`config.mk`:
```
export PLATFORM = sky130hd
export DESIGN_NAME = regfile_sb
export DESIGN_NICKNAME = d
export VERILOG_FILES = /design/src/rtl/regfile_sb.sv
export SDC_FILE = /design/constraint.sdc
export NUM_CORES = 1
export LEC_CHECK = 0
export ABC_AREA = 1
export BUFFER_PORTS_ARGS = -buffer_cell sky130_fd_sc_hd__buf_2
export CAP_MARGIN = 20
export CELL_PAD_IN_SITES_DETAIL_PLACEMENT = 1
export CELL_PAD_IN_SITES_GLOBAL_PLACEMENT = 1
export CORE_AREA = 2 2 116 118
export CTS_BUF_LIST = sky130_fd_sc_hd__clkbuf_8
export DETAILED_ROUTE_END_ITERATION = 8
export DIE_AREA = 0 0 118 120
export GPL_TIMING_DRIVEN = 0
export PLACE_DENSITY_LB_ADDON = 0.1
export REMOVE_ABC_BUFFERS = 1
export SLEW_MARGIN = 20
export SYNTH_ARGS = -nofsm -noshare
export SYNTH_HDL_FRONTEND = slang
export SYNTH_SLANG_ARGS = --single-unit
```
`constraint.sdc`:
```
create_clock -name clk -period 8.65 [get_ports clk]
set_clock_uncertainty 0.15 [all_clocks]
set_input_delay 1.2975 -clock clk [delete_from_list [all_inputs] [get_ports clk]]
set_output_delay 1.2975 -clock clk [all_outputs]
set_load 0.05 [all_outputs]
```
`src/rtl/regfile_sb.sv`:
```
// Register file with per-register pending (scoreboard) bits, write-first read bypass and reserve-conflict flag.
// Optional build macro REGFILE_R0_ZERO_EN hardwires register 0 to zero (never written, never reserved).
module regfile_sb #(
  parameter int DATA_W = 8,
  parameter int ADDR_W = 3
) (
  input  logic              clk,
  input  logic              rst_n,
  input  logic              write_enable,
  input  logic [ADDR_W-1:0] write_addr,
  input  logic [DATA_W-1:0] write_data,
  input  logic              rsv_en,
  input  logic [ADDR_W-1:0] rsv_addr,
  input  logic [ADDR_W-1:0] read_addr0,
  input  logic [ADDR_W-1:0] read_addr1,
  output logic [DATA_W-1:0] read_data0,
  output logic [DATA_W-1:0] read_data1,
  output logic              read_valid0,
  output logic              read_valid1,
  output logic              rsv_err,
  output logic [ADDR_W:0]   pending_cnt
);

  localparam int DEPTH = 1 << ADDR_W;

  logic [DATA_W-1:0] mem_q [DEPTH];
  logic [DEPTH-1:0]  pend_q, pend_d;
  logic              rsv_err_q, rsv_err_d;
  logic [ADDR_W:0]   cnt_q, cnt_d;
  logic              wr_act, rsv_act;
  logic              hit0, hit1;

  // With r0 hardwired, gating the strobes alone keeps mem_q[0] and pend_q[0]
  // at their reset value, so the read path needs no special case.
`ifdef REGFILE_R0_ZERO_EN
  assign wr_act  = write_enable && (write_addr != '0);
  assign rsv_act = rsv_en && (rsv_addr != '0);
`else
  assign wr_act  = write_enable;
  assign rsv_act = rsv_en;
`endif

  assign hit0 = wr_act && (read_addr0 == write_addr);
  assign hit1 = wr_act && (read_addr1 == write_addr);

  assign read_data0  = hit0 ? write_data : mem_q[read_addr0];
  assign read_data1  = hit1 ? write_data : mem_q[read_addr1];
  assign read_valid0 = hit0 | ~pend_q[read_addr0];
  assign read_valid1 = hit1 | ~pend_q[read_addr1];

  // Reserve is applied after the write so it wins on the same address.
  always_comb begin
    pend_d = pend_q;
    if (wr_act)  pend_d[write_addr] = 1'b0;
    if (rsv_act) pend_d[rsv_addr]   = 1'b1;
    rsv_err_d = rsv_act && pend_q[rsv_addr];
    cnt_d = '0;
    for (int i = 0; i < DEPTH; i++) begin
      cnt_d = cnt_d + {{ADDR_W{1'b0}}, pend_d[i]};
    end
  end

  always_ff @(posedge clk or negedge rst_n) begin
    if (!rst_n) begin
      for (int i = 0; i < DEPTH; i++) begin
        mem_q[i] <= '0;
      end
      pend_q    <= '0;
      rsv_err_q <= 1'b0;
      cnt_q     <= '0;
    end else begin
      if (wr_act) mem_q[write_addr] <= write_data;
      pend_q    <= pend_d;
      rsv_err_q <= rsv_err_d;
      cnt_q     <= cnt_d;
    end
  end

  assign rsv_err     = rsv_err_q;
  assign pending_cnt = cnt_q;

endmodule

```
[After elaboration in Yosys (flattened, before gate mapping)]
Cells that the tools add are included.
Storage, ports and cells
  bits in registers: 77
  input bits: 24
  output and inout port bits: 23
Operators by class
  add/sub/neg operators: 7
  magnitude comparators: 10
  equality and inequality tests: 2
  mux-type cells: 23
  bitwise operators: 10
  reductions and logical operators: 6
Operators by type and width (count)
  $mux W8: 9
  $bwmux W64: 1
  $bmux W8 S3: 2
  $demux W8 S3: 1
  $add A4 B1 Y4: 4
  $lt A3 B4 Y1 const B: 4
  $ge A4 B4 Y1 const B: 3
  $not A3 Y4: 3
  $bmux W1 S3: 3
  $and A8 B8 Y8: 1
  $not A8 Y8: 1
  $or A8 B8 Y8: 1
  $demux W1 S3: 2
  $eq A3 B3 Y1: 2
  $ge A3 B1 Y1 const B: 2
  $logic_and A1 B1 Y1: 6
  $mux W1: 5
  $add A3 B1 Y4: 1
  $lt A4 B1 Y1 const B: 1
  $add A2 B1 Y3: 1
  $add A1 B1 Y2: 1
  $not A1 Y1: 2
  $or A1 B1 Y1: 2

[Longest topological paths before layout]
Gate-level depths: netlist of run 1.
  word-level depth: 16
  mapped depth: 17
  mapped depth without buffers: 17

[Worst setup path before layout of run 1]
OpenSTA, ideal clock, no wires.
  path type: input to register
  start point: input port write_addr[1]
  end point: register cnt_q[2] (netlist: pending_cnt[2])
  arrival time: 4.122 ns
  setup slack: 4.255 ns
  cell stages on the path: 15
  buffers on the path: 1
  cell sequence: buf_4 > nand2_1 > nor2_4 > o22ai_1 > inv_1 > fa_1 > inv_1 > fa_1 > inv_1 > fa_1 > inv_1 > ha_1 > inv_1 > fa_1 > xnor2_1
Between the ends
  elaborated cells on any way between the ends: 17
RTL lines
  from (decl): line 10  | input logic [ADDR_W-1:0] write_addr,
  $lt A3 B4 Y1 (implied by the code) / $ge A3 B1 Y1 (equally long branches): line 54  | if (wr_act) pend_d[write_addr] = 1'b0;
  $logic_and A1 B1 Y1 (implied by the code): line 54
  $mux W1 (implied by the code): line 54
  $demux W1 S3 (*): line 54
  $not A8 Y8 (no source line) (*)
  $and A8 B8 Y8 (no source line) (*)
  $mux W8 (*): line 54
  $or A8 B8 Y8 (no source line)
  $mux W8 (*): line 55  | if (rsv_act) pend_d[rsv_addr] = 1'b1;
  named net pend_d[3]: line 27  | logic [DEPTH-1:0] pend_q, pend_d;
  $add A3 B1 Y4 (*): line 59  | cnt_d = cnt_d + {{ADDR_W{1'b0}}, pend_d[i]};
  $add A4 B1 Y4 (*) (4 in series): line 59
  named net cnt_d[2]: line 29  | logic [ADDR_W:0] cnt_q, cnt_d;
  to (signal assigned): line 75  | cnt_q <= cnt_d;
  to (decl): line 29
The timed path passes the listed nets; every way through them passes the cells marked *.
A chain may end at the register's enable or synchronous reset.

[Worst setup path in the final report of run 1]
  start point: input port read_addr0[0]
  end point: output port read_data0[5]
Between the ends
  cells in the longest elaborated chain, start to end: 5
  elaborated cells on any way between the ends: 7
RTL lines
  from (decl): line 14  | input logic [ADDR_W-1:0] read_addr0,
  $not A3 Y4 (implied by the code): line 46  | assign read_data0 = hit0 ? write_data : mem_q[read_addr0];
  $bmux W8 S3: line 46
  $mux W8 (implied by the code) (2 in series): line 46
  $mux W8 (*): line 46
  to (decl): line 16  | output logic [DATA_W-1:0] read_data0,
Every way passes the cells marked *; elsewhere a longest branch is shown, timed or not. The select of a mux whose other input is x is not followed.

==> results by stage, run 1 <==
Outcome:
- The flow ran to the end, and the final reports show no timing, DRC or antenna violations.

Global routing:
- Summed over all layers, the global routing overflow is 0.
- The global routing usage summed across all routing layers is 0.2515.
- The largest net degree at the start of global routing is around 40.
- The number of antenna violations at the first check in global routing is 0.
- The global-route wire length before repair is 27.43 mm.
- The via count of the first global-routing pass is roughly 5100.

Synthesis:
- The sequential share of the synthesized area is 0.3929.
- The cell type contributing the most total cell area after synthesis is sky130_fd_sc_hd__dfrtp_1.
- In this run, synthesis produced a sequential element count of slightly below 80.
- Ranked by total cell area, the synthesized netlist is headed by sky130_fd_sc_hd__dfrtp_1, sky130_fd_sc_hd__nand2_1, sky130_fd_sc_hd__nand3_1.
- The Yosys step of the flow raised 0 warnings.
- The instance count of the mapped netlist is 730.
- The count of cell types in the netlist is 25.
- The average size of a mapped cell is about 6.7 µm².
- The share of synthesized area in the top cell type comes to 0.3929.
- The post-synthesis cell area is ~4900 µm².

Setup path:
- In this run the critical register-to-register path is captured at pending_cnt[2].
- Along the worst path, the maximum fanout reaches 38.
- The slack of the worst reg-to-reg path is approximately 5.3 ns.
- The source of the worst register-to-register timing path is pend_q[3].
- The critical path startpoint category is an input pin.
- The worst setup path is of the input pin to primary output kind.
- The signal arrival time at the worst endpoint is 3.89 ns.
- The cell depth of the worst flop-to-flop path is 13.
- Data on the critical path is required at its endpoint by between 7 and 8 ns.
- The worst setup path is captured at a primary output.

Worst hold path:
- The count of cells along the worst hold path is 2.
- In this run the most critical hold path is launched from mem_q[23].
- The worst hold path belongs to the class flop to flop.
- The worst-case hold path end point is mem_q[23].

Power:
- The worst IR drop on VDD is 130.2 µV.
- The reported net switching power is between 0.0004 and 0.0005 W.
- The share of total power dissipated in combinational logic is 0.375.
- The internal power of the cells totals roughly 0.00070 W.
- Of the total power, the share spent switching nets is 0.4049.
- The analysis attributes to cell leakage a power of ~2.9 nW.
- The power density over the cells is around 220 nW/µm².
- The fraction of power consumed by the clock network is 0.230.
- The sequential share of power is 0.394.

CTS:
- The root buffer cell chosen for the clock tree is sky130_fd_sc_hd__clkbuf_8.
- The number of buffers inserted to repair setup after CTS is 0.
- The quantity of hold-fixing buffers added after cts is 0.
- The later pin in the worst-skew pair is clocked with a latency of between 0.3 and 0.4 ns.
- CTS built an H-tree with a depth of 3.
- The post-cts sizing count is 0.
- The CTS sink count is 77.
- The clock passes through at most 2 buffers.
- After clock tree synthesis, the clock-pin slew on the worst setup and hold paths is roughly 0.07 ns.
- The CTS tree is yes.
- The number of clock buffers added by TritonCTS is 9.

Route:
- The remaining antenna violation count is 0.
- The count of routing violations after the opening detailed-route iteration is about 260.
- The detailed-route wire length is roughly 17 mm.
- The first-pass detailed-route iteration total is 4.
- After detailed routing, the average wire length per cell comes to about 18 µm.
- The detail-routed via count per cell is slightly above 5.
- The number of remaining DRC errors is 0.
- Detailed routing inserted a total of around 4800 vias.

STA:
- For the finished layout, the period the worst path requires is approximately 5.3 ns.
- The final-report hold violation count is 0.
- The transition time of the tightest slew-check pin is approximately 0.88 ns.
- The count of final setup violators is 0.
- Based on the critical path, the design can be clocked at up to around 190 MHz.
- Of the available clock period, the critical path in the final layout requires 0.6172.
- The sum of negative setup slack is 0 ns.
- The final max-slew violation count is 0.
- In this run the tightest slew margin relative to its limit is 0.4155.
- Setup repair after global routing left no endpoint under its margin.

Floorplanning:
- In this run the horizontal extent of the chip is about 120 µm.
- In this run the count of I/O pins placed on the die edge is between 40 and 50.
- The floorplan die height is about 120 µm.
- The row count is between 40 and 50.
- The full die area is about 14000 µm².
- For this configuration, the core starts out at a cell density of 0.3779.
- In this run the standard cell core region covers 12980 µm².

Placement:
- The number of placed instances, taps included, is between 900 and 1000.
- The final HPWL from detailed placement is 10.52 mm.
- Routability-driven placement finished with a final weighted congestion of approximately 0.82.
- The number of I/O port buffers is 46.

Finish:
- The repair_antennas step left the layout with diodes totalling 0.
- Of the cells placed in the final design, the portion with a size suffix greater than 1 is 0.1123.
- Relative to the synthesized area, the layout overhead comes to 8.648%.
- The net total in the final layout is 785.
- For this run, the number of standard cells in the final layout without fillers is 933.

Flow run:
- Max-cap violations in this run came to 0.
flip-flops by register name, summed over array words and instances, names as in the netlist:
name         flops
pending_cnt      4
rsv_err          1
mem_q           64
pend_q           8
metrics by stage:
stage | util | worst slack (ns) | hold slack [ns] | total power, W | area [µm²]
after CTS | 0.4105 | 3.356 | 0.3468 | 0.001200 | 5329
after detailed placement | 0.3967 | 3.364 | 0.3271 | 0.0009242 | 5149
final | 0.4105 | 3.311 | 0.3409 | 0.001184 | 5329
after floorplan | - | 4.188 | 0.3030 | 0.0007878 | 4676
after global routing | 0.4105 | 3.191 | 0.3714 | 0.001284 | 5329
after global placement | 0.3949 | 3.356 | 0.3207 | 0.0009007 | 5126
cells by family (layout without fill, tap and decap cells):
family          Yosys count  in the layout  share of synthesized area
compound gates           85             85                    0.08928
buf+inv                 143            170                     0.1309
fa+ha+maj                 7              7                    0.02398
flops                    77             77                     0.3929
simple gates            417            417                     0.3612
xor+xnor                  1              1                   0.001786
layout by cell type, fill, tap and decap left out, drive strengths merged:
cell type | netlist | routed
xnor2 | 1 | 1
clkbuf | 2 | 10
nor2 | 15 | 15
buf | 32 | 47
o21a | 1 | 1
fa | 4 | 4
o21ai | 73 | 73
or2 | 1 | 1
a21oi | 5 | 5
o22ai | 4 | 4
ha | 3 | 3
clkinv | 1 | 2
o211ai | 2 | 2
dfrtp | 77 | 77
inv | 108 | 110
nand2 | 280 | 280
bufinv | 0 | 1
nand3 | 121 | 121
critical path, cell delays in order:
cell	delay (ns)
sky130_fd_sc_hd__buf_2	0.65
sky130_fd_sc_hd__inv_2	0.57
sky130_fd_sc_hd__nand2_1	0.18
sky130_fd_sc_hd__nand2_1	0.06
sky130_fd_sc_hd__nor2_1	0.10
sky130_fd_sc_hd__nand2_2	0.29
sky130_fd_sc_hd__inv_4	0.28
sky130_fd_sc_hd__nand2_1	0.08
sky130_fd_sc_hd__nand2_1	0.09
sky130_fd_sc_hd__buf_2	0.26
cell usage after synthesis, drive strengths merged:
library cell,number
o211ai,2
xnor2,1
o21a,1
clkbuf,2
or2,1
a21oi,5
dfrtp,77
ha,3
clkinv,1
nand3,121
nor2,15
o22ai,4
o21ai,73
fa,4
nand2,280
inv,108
buf,32
power groups by stage:
stage | clock network (W) | logic, W | registers, W
after floorplan | 0 | 0.000291 | 0.000497
after global placement | 0 | 0.000430 | 0.000471
after detailed placement | 0 | 0.000450 | 0.000474
after CTS | 0.000281 | 0.000452 | 0.000467
after global routing | 0.000298 | 0.000510 | 0.000476
final | 0.000273 | 0.000444 | 0.000467
layout make-up:
cell class / instances / area, µm²
clock buffers: 10 / 137.6
clock inverters: 4 / 42.54
fillers: 1723 / 7651
inverters: 109 / 412.9
multi-input cells: 510 / 2336
flip-flops and latches: 77 / 1927
well taps: 176 / 220.2
repair buffers: 47 / 252.7
routing by layer:
| metal | vias to the layer above | share of wire | GRT usage | routed length (µm) |
|---|---|---|---|---|
| li1 | 2325 | - | - | - |
| met1 | 2307 | 0.45 | 0.3252 | 7606 |
| met2 | 102 | 0.48 | 0.4244 | 8011 |
| met3 | 32 | 0.040 | 0.03802 | 670 |
| met4 | 0 | 0.027 | 0.09940 | 448 |
| met5 | - | 0 | 0 | 0 |
worst max path at each step:
stage                             start              to  slack, ns
after floorplan           write_addr[0]  pending_cnt[2]       4.19
after global placement    read_addr0[0]   read_data0[7]       3.36
after detailed placement  read_addr0[0]   read_data0[7]       3.36
after CTS                 read_addr0[0]   read_data0[7]       3.36
after global routing      read_addr0[0]   read_data0[7]       3.19
final                     read_addr0[0]   read_data0[5]       3.31
Note: power is estimated with default switching activity, not from simulation.
==> inputs of run 2 (changes only) <==
ABC_AREA = 0   (was 1)
CORE_AREA = 2 2 113 115   (was 2 2 116 118)
DIE_AREA = 0 0 115 117   (was 0 0 118 120)
clock period = 5.14 ns   (was 8.65 ns; I/O delays follow)
==> run 2 against run 1 <==
Net effect:
- combinational power up 92%
- critical path depth up 3
- non-clock buffer count rose by 1
- via count fell by 42%
- clock-buffer cell count increased by 1
- core utilization up 1.3 points
- final area fell by 2.2%
- hold slack worse by 0.16 ns
- sequential share of layout area is 0.80 points higher
- power rose by 88%
- final cell count shrank 47%
- critical path type is now input pin to flop
==> results by stage, run 2 <==
Outcome:
- The run finished with clean final reports.

STA:
- The final-report hold violation count is 0 (unchanged).
- The transition time of the tightest slew-check pin is 1.053 ns (+0.1759 ns).
- The peak clock frequency supported by timing is 236.6 MHz.
- The period utilization is 0.8221.
- The routed design could run at a clock period as short as 4.226 ns.
- The worst hold slack across all endpoints was 0.1788 ns (-0.1621 ns).
- The final max-slew violation count is 0 (unchanged).
- Setup repair after global routing left no endpoint under its margin.
- The count of final setup violators came to 0 (unchanged).
- The sum of negative setup slack is 0 ns (unchanged).
- The normalized max-slew margin is 0.2951 (-0.1204).

Finish:
- The post-route core utilization is 0.4235 (+0.01293).
- The count of inserted antenna diode cells came to 0 (unchanged).
- The area added between synthesis and finish is 11.12%.
- Ranked by flip-flop count, first place goes to mem_q.
- The final cell area excluding filler cells was 5214 µm² (-2.2%).
- The fraction of final layout cells with drive strength greater than 1 is 0.5322 (+0.4199).
- In the layout the commonest cells are sky130_fd_sc_hd__mux2_2, sky130_fd_sc_hd__dfrtp_1, sky130_fd_sc_hd__buf_2.
- The total of fill cells in the finished design came to 1247 (-28%).
- The number of flip-flops in the largest register is 64 (unchanged).
- The library cell used most frequently in the layout, excluding fill and tap cells, is sky130_fd_sc_hd__mux2_2.
- The footprint of the multi-input gates is 2561 µm² (+9.6%).
- The final standard cell count with taps included and fillers excluded is 492 (-47%).
- The net total in the final layout is 368 (-53%).
- The area taken by flip-flops and latches is 1927 µm² (unchanged).

Floorplanning:
- The starting density of the core was 0.3811 (+0.003230).
- The total core area is 12310 µm² (-5.1%).
- The width of the chip is 115 µm (-2.5%).
- The floorplan die height is 117 µm (-2.5%).
- The full die area is 13460 µm² (-5.0%).
- The number of ports placed on the die boundary came to 47 (unchanged).
- The row count is 41 (-2.4%).

CTS:
- The CTS tree is yes.
- The post-cts sizing count was 0 (unchanged).
- The clock edge transition at the registers on the reported setup and hold paths is 0.09 ns (+0.02 ns).
- The number of buffers inserted to repair setup after CTS is 0 (unchanged).
- The CTS sink count is 77 (unchanged).
- The buffer cell driving the clock tree root is sky130_fd_sc_hd__clkbuf_8.
- The number of buffers created by CTS came to 9 (unchanged).
- The clock insertion delay at the later pin of the skew report is 0.38 ns (+0.02 ns).
- The quantity of hold-fixing buffers added after cts is 0 (unchanged).
- The number of levels in the clock H-tree came to 3 (unchanged).
- The deepest clock path buffer count is 2 (unchanged).

Power:
- The static leakage came to 2.304 nW (-19%).
- The worst IR drop on VDD is 230.3 µV (+77%).
- The power density over the cells is 426.0 nW/µm² (+92%).

Placement:
- The final HPWL from detailed placement is 7.117 mm (-32%).
- The number of cells after detailed placement was 476 (-48%).
- The post-placement cell area is 4989 µm² (-3.1%).
- The global placer's final weighted congestion is 0.6870 (-17%).
- The number of I/O port buffers is 46 (unchanged).

Route:
- The routed length per instance was 22.84 µm (+27%).
- The number of remaining DRC errors was 0 (unchanged).
- The detailed-route wire length is 11.24 mm (-33%).
- The first-pass detailed-route iteration total was 4 (unchanged).
- The via count is 2765 (-42%).
- The count of routing violations after the opening detailed-route iteration came to 98 (-62%).
- The detail-routed via count per cell is 5.620 (+10%).
- The remaining antenna violation count came to 0 (unchanged).

Synthesis:
- Among all cell types in the netlist, the one instantiated most often is sky130_fd_sc_hd__mux2_2.
- The commonest cells after synthesis are sky130_fd_sc_hd__mux2_2, sky130_fd_sc_hd__dfrtp_1, sky130_fd_sc_hd__mux4_1.
- The main flop type after synthesis is sky130_fd_sc_hd__dfrtp_1.
- The share of flip-flops with an asynchronous set or reset after synthesis is 1.000 (unchanged).
- Sorting the synthesized cells by area gives the leading types as sky130_fd_sc_hd__dfrtp_1, sky130_fd_sc_hd__mux2_2, sky130_fd_sc_hd__mux4_1.
- The number of enable flip-flop cells after synthesis came to 0 (unchanged).
- The count of cell types in the netlist is 35 (+40%).
- The average size of a mapped cell came to 15.43 µm² (+130%).
- The synthesized flop and latch total came to 77 (unchanged).
- The sequential share of the synthesized area is 0.4107 (+0.01781).
- The post-synthesis cell area is 4692 µm² (-4.3%).
- The largest total area in the synthesized netlist belongs to sky130_fd_sc_hd__dfrtp_1.
- The instance count of the mapped netlist is 304 (-58%).
- The number of warnings reported in the yosys synthesis log is 0 (unchanged).
- The share of the synthesized area in the top cell type is 0.4107 (+0.01781).

Setup path:
- The biggest fanout along the worst timing path is 10 (-74%).
- STA classifies the critical path startpoint as an input pin.
- The category of the most critical setup path is input pin to flop.
- The kind of end point of the critical path is a flop.
- The signal arrival time at the worst endpoint came to 4.34 ns (+0.45 ns).
- The required time reported for the critical path endpoint is 5.26 ns (-1.94 ns).

Global routing:
- The number of antenna violations at the first check in global routing came to 0 (unchanged).
- The via count of the first global-routing pass is 3006 (-41%).
- The largest net degree at the start of global routing is 51 (+24%).
- The global routing usage summed across all routing layers was 0.1840 (-0.06750).
- The global-route wire length before repair is 17.58 mm (-36%).
- The leftover overflow at the end of global routing is 0 (unchanged).

Worst hold path:
- The worst min-delay path class is input pin to async pin.

Flow run:
- The max-capacitance violation count is 0 (unchanged).
[run 2: cell count changes after synthesis, moves of 22 or more]
cell                      previous run  this run
sky130_fd_sc_hd__inv_1              97        11
sky130_fd_sc_hd__nand2_1           272         6
sky130_fd_sc_hd__o21ai_0            43         2
sky130_fd_sc_hd__mux2_2              0        84
sky130_fd_sc_hd__nand3_1           121         1
sky130_fd_sc_hd__mux4_1              0        22
sky130_fd_sc_hd__o21ai_1            30         0
[run 2: critical path: stages]
cell	delay, ns
sky130_fd_sc_hd__buf_2	0.17
sky130_fd_sc_hd__nand4b_1	0.59
sky130_fd_sc_hd__a32oi_1	0.49
sky130_fd_sc_hd__fa_1	0.49
sky130_fd_sc_hd__inv_1	0.09
sky130_fd_sc_hd__fa_1	0.41
sky130_fd_sc_hd__inv_1	0.09
sky130_fd_sc_hd__fa_1	0.42
sky130_fd_sc_hd__inv_1	0.07
sky130_fd_sc_hd__ha_1	0.16
sky130_fd_sc_hd__inv_1	0.06
sky130_fd_sc_hd__fa_1	0.48
sky130_fd_sc_hd__inv_1	0.04
[run 2: cells by family after synthesis]
| family | Yosys count | synth area share |
|---|---|---|
| flops | 77 | 0.4107 |
| buf+inv | 37 | 0.04453 |
| simple gates | 26 | 0.03680 |
| fa+ha+maj | 7 | 0.02507 |
| compound gates | 13 | 0.02133 |
| xor+xnor | 7 | 0.01307 |
| mux | 137 | 0.4485 |
[run 2: final timing paths]
kind	slack, ns	start	to	depth (start not counted)
setup / recovery	0.91	write_addr[2]	pending_cnt[1]	13
hold / removal	0.18	rst_n	rsv_err	1
setup reg to reg	1.86	pend_q[3]	pending_cnt[1]	11
hold reg to reg	0.37	mem_q[53]	mem_q[53]	1
max in group asynchronous	4.08	rst_n	pend_q[1]	2
min in group clk	0.37	mem_q[53]	mem_q[53]	1
[run 2: layout make-up]
type / instances / share of cell area
Multi-Input combinational cell: 190 / 0.4912
Sequential cell: 77 / 0.3696
Timing Repair Buffer: 48 / 0.05208
Tap cell: 150 / 0.03600
Clock buffer: 11 / 0.02904
Clock inverter: 5 / 0.01416
Inverter: 11 / 0.007919
[run 2: power breakdown]
| part | internal, W | leakage, nW | switching, W |
|---|---|---|---|
| clock | 0.000297 | 0.121 | 0.000234 |
| combinational | 0.000399 | 1.26 | 0.000453 |
| sequential | 0.000749 | 0.923 | 0.0000906 |
| total | 0.00144 | 2.30 | 0.000777 |
[run 2: stage by stage]
step | total power (W) | setup WS (ns)
2_1_floorplan | 0.001499 | 1.230
3_3_place_gp | 0.001698 | 0.1854
3_5_place_dp | 0.001714 | 0.4266
4_1_cts | 0.002258 | 0.8051
5_1_grt | 0.002367 | 0.6142
6_report | 0.002221 | 0.9143
[run 2: per-layer routing]
layer | routed length, µm | track usage
met2 | 5494 | 0.3118
met3 | 249 | 0.02781
met4 | 213 | 0.07711
met5 | 0 | 0
met1 | 5280 | 0.2378
